### config.mk
export PLATFORM = sky130hd
export DESIGN_NAME = mem_access_pipe
export DESIGN_NICKNAME = d
export VERILOG_FILES = /design/src/rtl/mem_access_pipe.sv
export SDC_FILE = /design/constraint.sdc
export NUM_CORES = 1
export LEC_CHECK = 0
export CAP_MARGIN = 10
export CORE_AREA = 2 2 156 158
export CTS_CLUSTER_DIAMETER = 40
export DETAILED_ROUTE_END_ITERATION = 10
export DIE_AREA = 0 0 158 160
export HOLD_SLACK_MARGIN = 0.05
export PLACE_DENSITY = 0.85
export SYNTH_ARGS = -nofsm -noshare
export SYNTH_HDL_FRONTEND = slang
export SYNTH_SLANG_ARGS = --single-unit
export TNS_END_PERCENT = 100
### constraint.sdc
create_clock -name CLK -period 4.8 [get_ports CLK]
set_clock_uncertainty 0.2 [all_clocks]
set_input_delay 0.72 -clock CLK [delete_from_list [all_inputs] [get_ports CLK]]
set_output_delay 0.72 -clock CLK [all_outputs]
set_load 0.01 [all_outputs]
### src/rtl/mem_access_pipe.sv
// -----------------------------------------------------------------------------
// mem_access_pipe
//
// MEM pipeline stage sitting between execute and write-back. ALU ops and
// posted stores flow through with one cycle of latency at one op per cycle.
// Loads issue a read to an external fixed-latency data memory and wait
// MEM_LATENCY cycles for the word, giving a load latency of MEM_LATENCY+1.
// The sideband bus (RegWrite, MemtoReg, rdist, pc, ...) is carried unmodified.
//
// Parameters
//   CTRL_WIDTH       width of the packed sideband bus
//   DATA_ADDR_WIDTH  word-address width driven to the data memory
//   MEM_LATENCY      cycles from mem_re to valid mem_rdata (1..15)
//
// Ports
//   CLK, reset        clock, synchronous active-high reset
//   flush             kill in-flight load and output register
//   in_valid/in_ready upstream handshake (EX -> MEM)
//   MemRead/MemWrite  op is a load / store (both set = load)
//   ctrl_in           sideband from EX
//   alu_result        ALU result / memory word address
//   register_data     store data
//   out_valid/out_ready downstream handshake (MEM -> WB)
//   ctrl_out, alu_result_next, read_data  registered outputs to WB
//   mem_re/mem_we     one-cycle read/write strobes
//   mem_addr/mem_wdata address and write data to the data memory
//   mem_rdata         read data, valid MEM_LATENCY cycles after mem_re
// -----------------------------------------------------------------------------
module mem_access_pipe #(
    parameter int CTRL_WIDTH      = 64,
    parameter int DATA_ADDR_WIDTH = 17,
    parameter int MEM_LATENCY     = 2
) (
    input  logic                       CLK,
    input  logic                       reset,
    input  logic                       flush,
    input  logic                       in_valid,
    output logic                       in_ready,
    input  logic                       MemRead,
    input  logic                       MemWrite,
    input  logic [CTRL_WIDTH-1:0]      ctrl_in,
    input  logic [31:0]                alu_result,
    input  logic [31:0]                register_data,
    output logic                       out_valid,
    input  logic                       out_ready,
    output logic [CTRL_WIDTH-1:0]      ctrl_out,
    output logic [31:0]                alu_result_next,
    output logic [31:0]                read_data,
    output logic                       mem_re,
    output logic                       mem_we,
    output logic [DATA_ADDR_WIDTH-1:0] mem_addr,
    output logic [31:0]                mem_wdata,
    input  logic [31:0]                mem_rdata
);

    typedef enum logic {
        S_IDLE,
        S_WAIT
    } state_t;

    // Counter preload: cnt reaches 0 in the cycle mem_rdata is valid.
    localparam logic [3:0] LAT_M1 = 4'(MEM_LATENCY - 1);

    state_t                r_state;
    state_t                w_state_next;
    logic [3:0]            r_cnt;
    logic [CTRL_WIDTH-1:0] r_hold_ctrl;
    logic [31:0]           r_hold_alu;
    logic                  r_out_valid;
    logic [CTRL_WIDTH-1:0] r_ctrl_out;
    logic [31:0]           r_alu_out;
    logic [31:0]           r_read_data;

    logic                  w_free;
    logic                  w_in_ready;
    logic                  w_acc;
    logic                  w_load_acc;
    logic                  w_done;

    // The output register can take a new value if empty or being drained.
    assign w_free     = !r_out_valid | out_ready;
    assign w_acc      = in_valid & w_in_ready;
    assign w_load_acc = w_acc & MemRead;
    assign w_done     = (r_state == S_WAIT) && (r_cnt == 4'd0);

    // ---------------------------------------------------------------- FSM ---
    // NOTE: sequential state uses non-blocking (<=) so every register samples
    // pre-edge values; combinational blocks use blocking (=).
    always_ff @(posedge CLK) begin
        if (reset || flush) begin
            r_state <= S_IDLE;
        end else begin
            r_state <= w_state_next;
        end
    end

    // NOTE: every signal written in always_comb gets a default first so no
    // path leaves it unassigned and no latch is inferred.
    always_comb begin
        w_state_next = r_state;
        case (r_state)
            S_IDLE: if (w_load_acc) w_state_next = S_WAIT;
            S_WAIT: if (r_cnt == 4'd0) w_state_next = S_IDLE;
            default: w_state_next = S_IDLE;
        endcase
    end

    always_comb begin
        w_in_ready = (r_state == S_IDLE) & w_free & !flush;
        mem_re     = in_valid & w_in_ready & MemRead;
        // A load with MemWrite also set is still only a load.
        mem_we     = in_valid & w_in_ready & MemWrite & !MemRead;
    end

    assign in_ready  = w_in_ready;
    assign mem_addr  = alu_result[DATA_ADDR_WIDTH-1:0];
    assign mem_wdata = register_data;

    // ------------------------------------------------------------ counter ---
    always_ff @(posedge CLK) begin
        if (reset || flush) begin
            r_cnt <= 4'd0;
        end else if (w_load_acc) begin
            r_cnt <= LAT_M1;
        end else if (r_state == S_WAIT && r_cnt != 4'd0) begin
            r_cnt <= r_cnt - 4'd1;
        end
    end

    // ------------------------------------------------------- load hold regs -
    // NOTE: pure datapath holding registers carry no reset; they are only
    // read after being written by an accepted load.
    always_ff @(posedge CLK) begin
        if (w_load_acc) begin
            r_hold_ctrl <= ctrl_in;
            r_hold_alu  <= alu_result;
        end
    end

    // ---------------------------------------------------- output register ---
    always_ff @(posedge CLK) begin
        if (reset) begin
            r_out_valid <= 1'b0;
            r_ctrl_out  <= '0;
            r_alu_out   <= '0;
            r_read_data <= '0;
        end else if (flush) begin
            r_out_valid <= 1'b0;
        end else if (w_done) begin
            r_out_valid <= 1'b1;
            r_ctrl_out  <= r_hold_ctrl;
            r_alu_out   <= r_hold_alu;
            r_read_data <= mem_rdata;
        end else if (w_acc && !MemRead) begin
            r_out_valid <= 1'b1;
            r_ctrl_out  <= ctrl_in;
            r_alu_out   <= alu_result;
            r_read_data <= '0;
        end else if (out_ready) begin
            // Covers the load-accept cycle too: the previous result drains.
            r_out_valid <= 1'b0;
        end
    end

    assign out_valid       = r_out_valid;
    assign ctrl_out        = r_ctrl_out;
    assign alu_result_next = r_alu_out;
    assign read_data       = r_read_data;

endmodule

==> results.txt <==
outcome -> finished, final reports clean
hold_buf cts -> 0
met1 Usage GRT -> 0.226
grt met3 use -> 0.0524
IR drop worst, VDD -> 0.000253 V
number of global-route vias before repair -> 7,149
RSZ-0062 raised after global routing -> false
Cell Rows -> 57
Yosys reg bits -> 230
GRT Max-Usage Layer -> met2
cts bufs inserted -> 34
post-cts sizing count -> 0
Synth area leaders -> edfxtp_1, dfxtp_1, mux2i_1
IO buf count -> 283
most common cell in the synthesized netlist -> dfxtp_1
max-slew violations -> 0
grt ovf -> 0
final cycle utilization of the critical path -> 0.707
DR vias -> 6,881
clock group share of total power -> 0.478
slew margin rel. -> 0.412
Detailed Route WL -> 24.6 mm
# clock sinks -> 230
asr flop ratio synth -> 0
CTS max path bufs -> 3
f_max -> 295 MHz
Final min period -> 3.39 ns
final core utilization -> 0.552
sw power -> 1.19 mW
GRT Util Overall -> 0.189
CP Capture Type -> output port
Post-Syn Nets -> 935
PwrDens -> 390 nW/um2
cell area after synthesis -> 9330 um2
WP data required -> 3.88 ns
initial antenna violation count -> 1
reported leakage power -> 4.94 nW
Yosys Warn Count -> 0
DR pass1 iterations -> 4
wire length of the first global-routing pass -> 38.0 mm
Starting Density -> 0.392
final hold violations -> 0
P&R area growth vs syn -> 40.8%
max_cap viols -> 0
Comb pwr share -> 0.102
Antenna diodes -> 0
hold crit path type -> reg2reg
largest net degree at the start of global routing -> 71
Layout Nets -> 1,147
sw frac -> 0.232
num ports -> 348
starting DRC count in detailed routing -> 298
part of the power in registers -> 0.420
Cell Int Power -> 3.94 mW
worst-margin pin slew -> 0.882 ns
TNS Setup -> 0 ns
Detailed Place HPWL -> 15.5 mm
Mapped Avg Cell Area -> 12.2 um2
Seq/Total Area, Yosys -> 0.596
antenna viol nets, final -> 0
Setup WS pre-CTS -> 1.35 ns
Yosys cell types -> 33
share of cells above drive strength 1 -> 0.116
Worst-path clk slew -> 0.05 ns
worst-path fanout max -> 16
average vias per placed instance -> 5.19
Max H-tree Level -> 2
full die area -> 25,300 um2
Final WS setup -> 1.41 ns
die width -> 158 um
Post-route DRC -> 0
CTS root buf -> clkbuf_16
Yosys top cell area share -> 0.309
Critical Path Source Type -> input pin
Final setup viols -> 0
area leader, netlist -> edfxtp_1
number of flops mapped to enable cells by yosys -> 96
crit path kind -> in2out
GP Congestion -> 0.763
Core Region -> 23,800 um2
DR WL/cell -> 18.5 um
top_reg_cell synth -> dfxtp_1
CTS tree -> yes
later-pin clock latency in the skew report -> 0.49 ns
Post-synth top cells -> dfxtp_1, nor3_1, edfxtp_1, mux2i_1, buf_4
GRT met2 Usage -> 0.321
setup bufs post-CTS -> 0
Post-Syn Instances -> 766
WP data arrival -> 2.47 ns
die extent in y -> 160 um
==> layout by cell type (no fill, tap or decap), drive strengths merged, types with 9 or more instances in the layout <==
cell	n
edfxtp	96
dfxtp	134
a211oi	96
clkbuf	45
clkdlybuf4s50	282
inv	9
a21oi	34
nor3	99
nand2	35
nand3	33
buf	11
mux2i	96
==> power by group through the flow <==
stage	Clock (mW)	Combinational [mW]	Sequential, mW
2_1_floorplan	0	0.243	2.22
3_3_place_gp	0	0.514	2.19
3_5_place_dp	0	0.525	2.19
4_1_cts	2.51	0.529	2.15
5_1_grt	2.58	0.562	2.16
6_report	2.45	0.523	2.15
==> worst max-delay path, cell delays in order <==
cell             delay (ns)
clkdlybuf4s50_1        0.47
nor2_2                 0.20
and4_4                 0.44
clkdlybuf4s50_1        0.63
==> routing by layer <==
metal | vias up | wire length, um | share of wire
met5 | - | 13 | 0.00053
met4 | 2 | 866 | 0.035
met3 | 64 | 1740 | 0.071
li1 | 3223 | - | -
met2 | 262 | 12000 | 0.49
met1 | 3330 | 10000 | 0.41
==> state kept, by name, indices dropped and copies added, names as in the netlist <==
register         cells
r_hold_alu          32
alu_result_next     32
read_data           32
out_valid            1
r_hold_ctrl         64
r_cnt                4
ctrl_out            64
r_state              1
==> final timing paths <==
check	endpoint	slack, ns	cells after the start	start
min	read_data[12]$_SDFFE_PP0P_	0.26	2	read_data[12]$_SDFFE_PP0P_
max reg2reg	ctrl_out[57]$_SDFFE_PP0P_	1.95	7	r_cnt[0]$_SDFFE_PP0P_
max	mem_re	1.41	4	flush
min reg2reg	read_data[12]$_SDFFE_PP0P_	0.26	2	read_data[12]$_SDFFE_PP0P_
==> cell type report <==
cell class	instances	area, um2
clock buffer	45	986
clock inverter	16	171
fill	2015	10700
inverter	3	11.3
multi-input combinational	416	3050
sequential	230	5570
tap	324	405
timing repair buffer	293	2960
==> stage by stage <==
| step | hold slack, ns | area (um2) | std cells | power (mW) |
|---|---|---|---|---|
| 2_1_floorplan | 0.287 | 9330 | 766 | 2.46 |
| 3_3_place_gp | 0.253 | 12000 | 1266 | 2.70 |
| 3_5_place_dp | 0.258 | 12000 | 1266 | 2.72 |
| 4_1_cts | 0.264 | 13100 | 1327 | 5.19 |
| 5_1_grt | 0.278 | 13100 | 1327 | 5.30 |
| 6_report | 0.263 | 13100 | 1327 | 5.13 |
==> cells by family (layout without fill, tap and decap cells) <==
group	after synthesis	after routing	synth area share
DFF	230	230	0.596
and+or+nand+nor	184	184	0.0975
AOI/OAI and AO/OA	132	132	0.119
buffers and inverters	120	357	0.0800
muxes	96	96	0.103
adders and majority gates	2	2	0.00268
xor gates and xnor gates	2	2	0.00188
No activity file was read; power rests on OpenSTA's default activity.
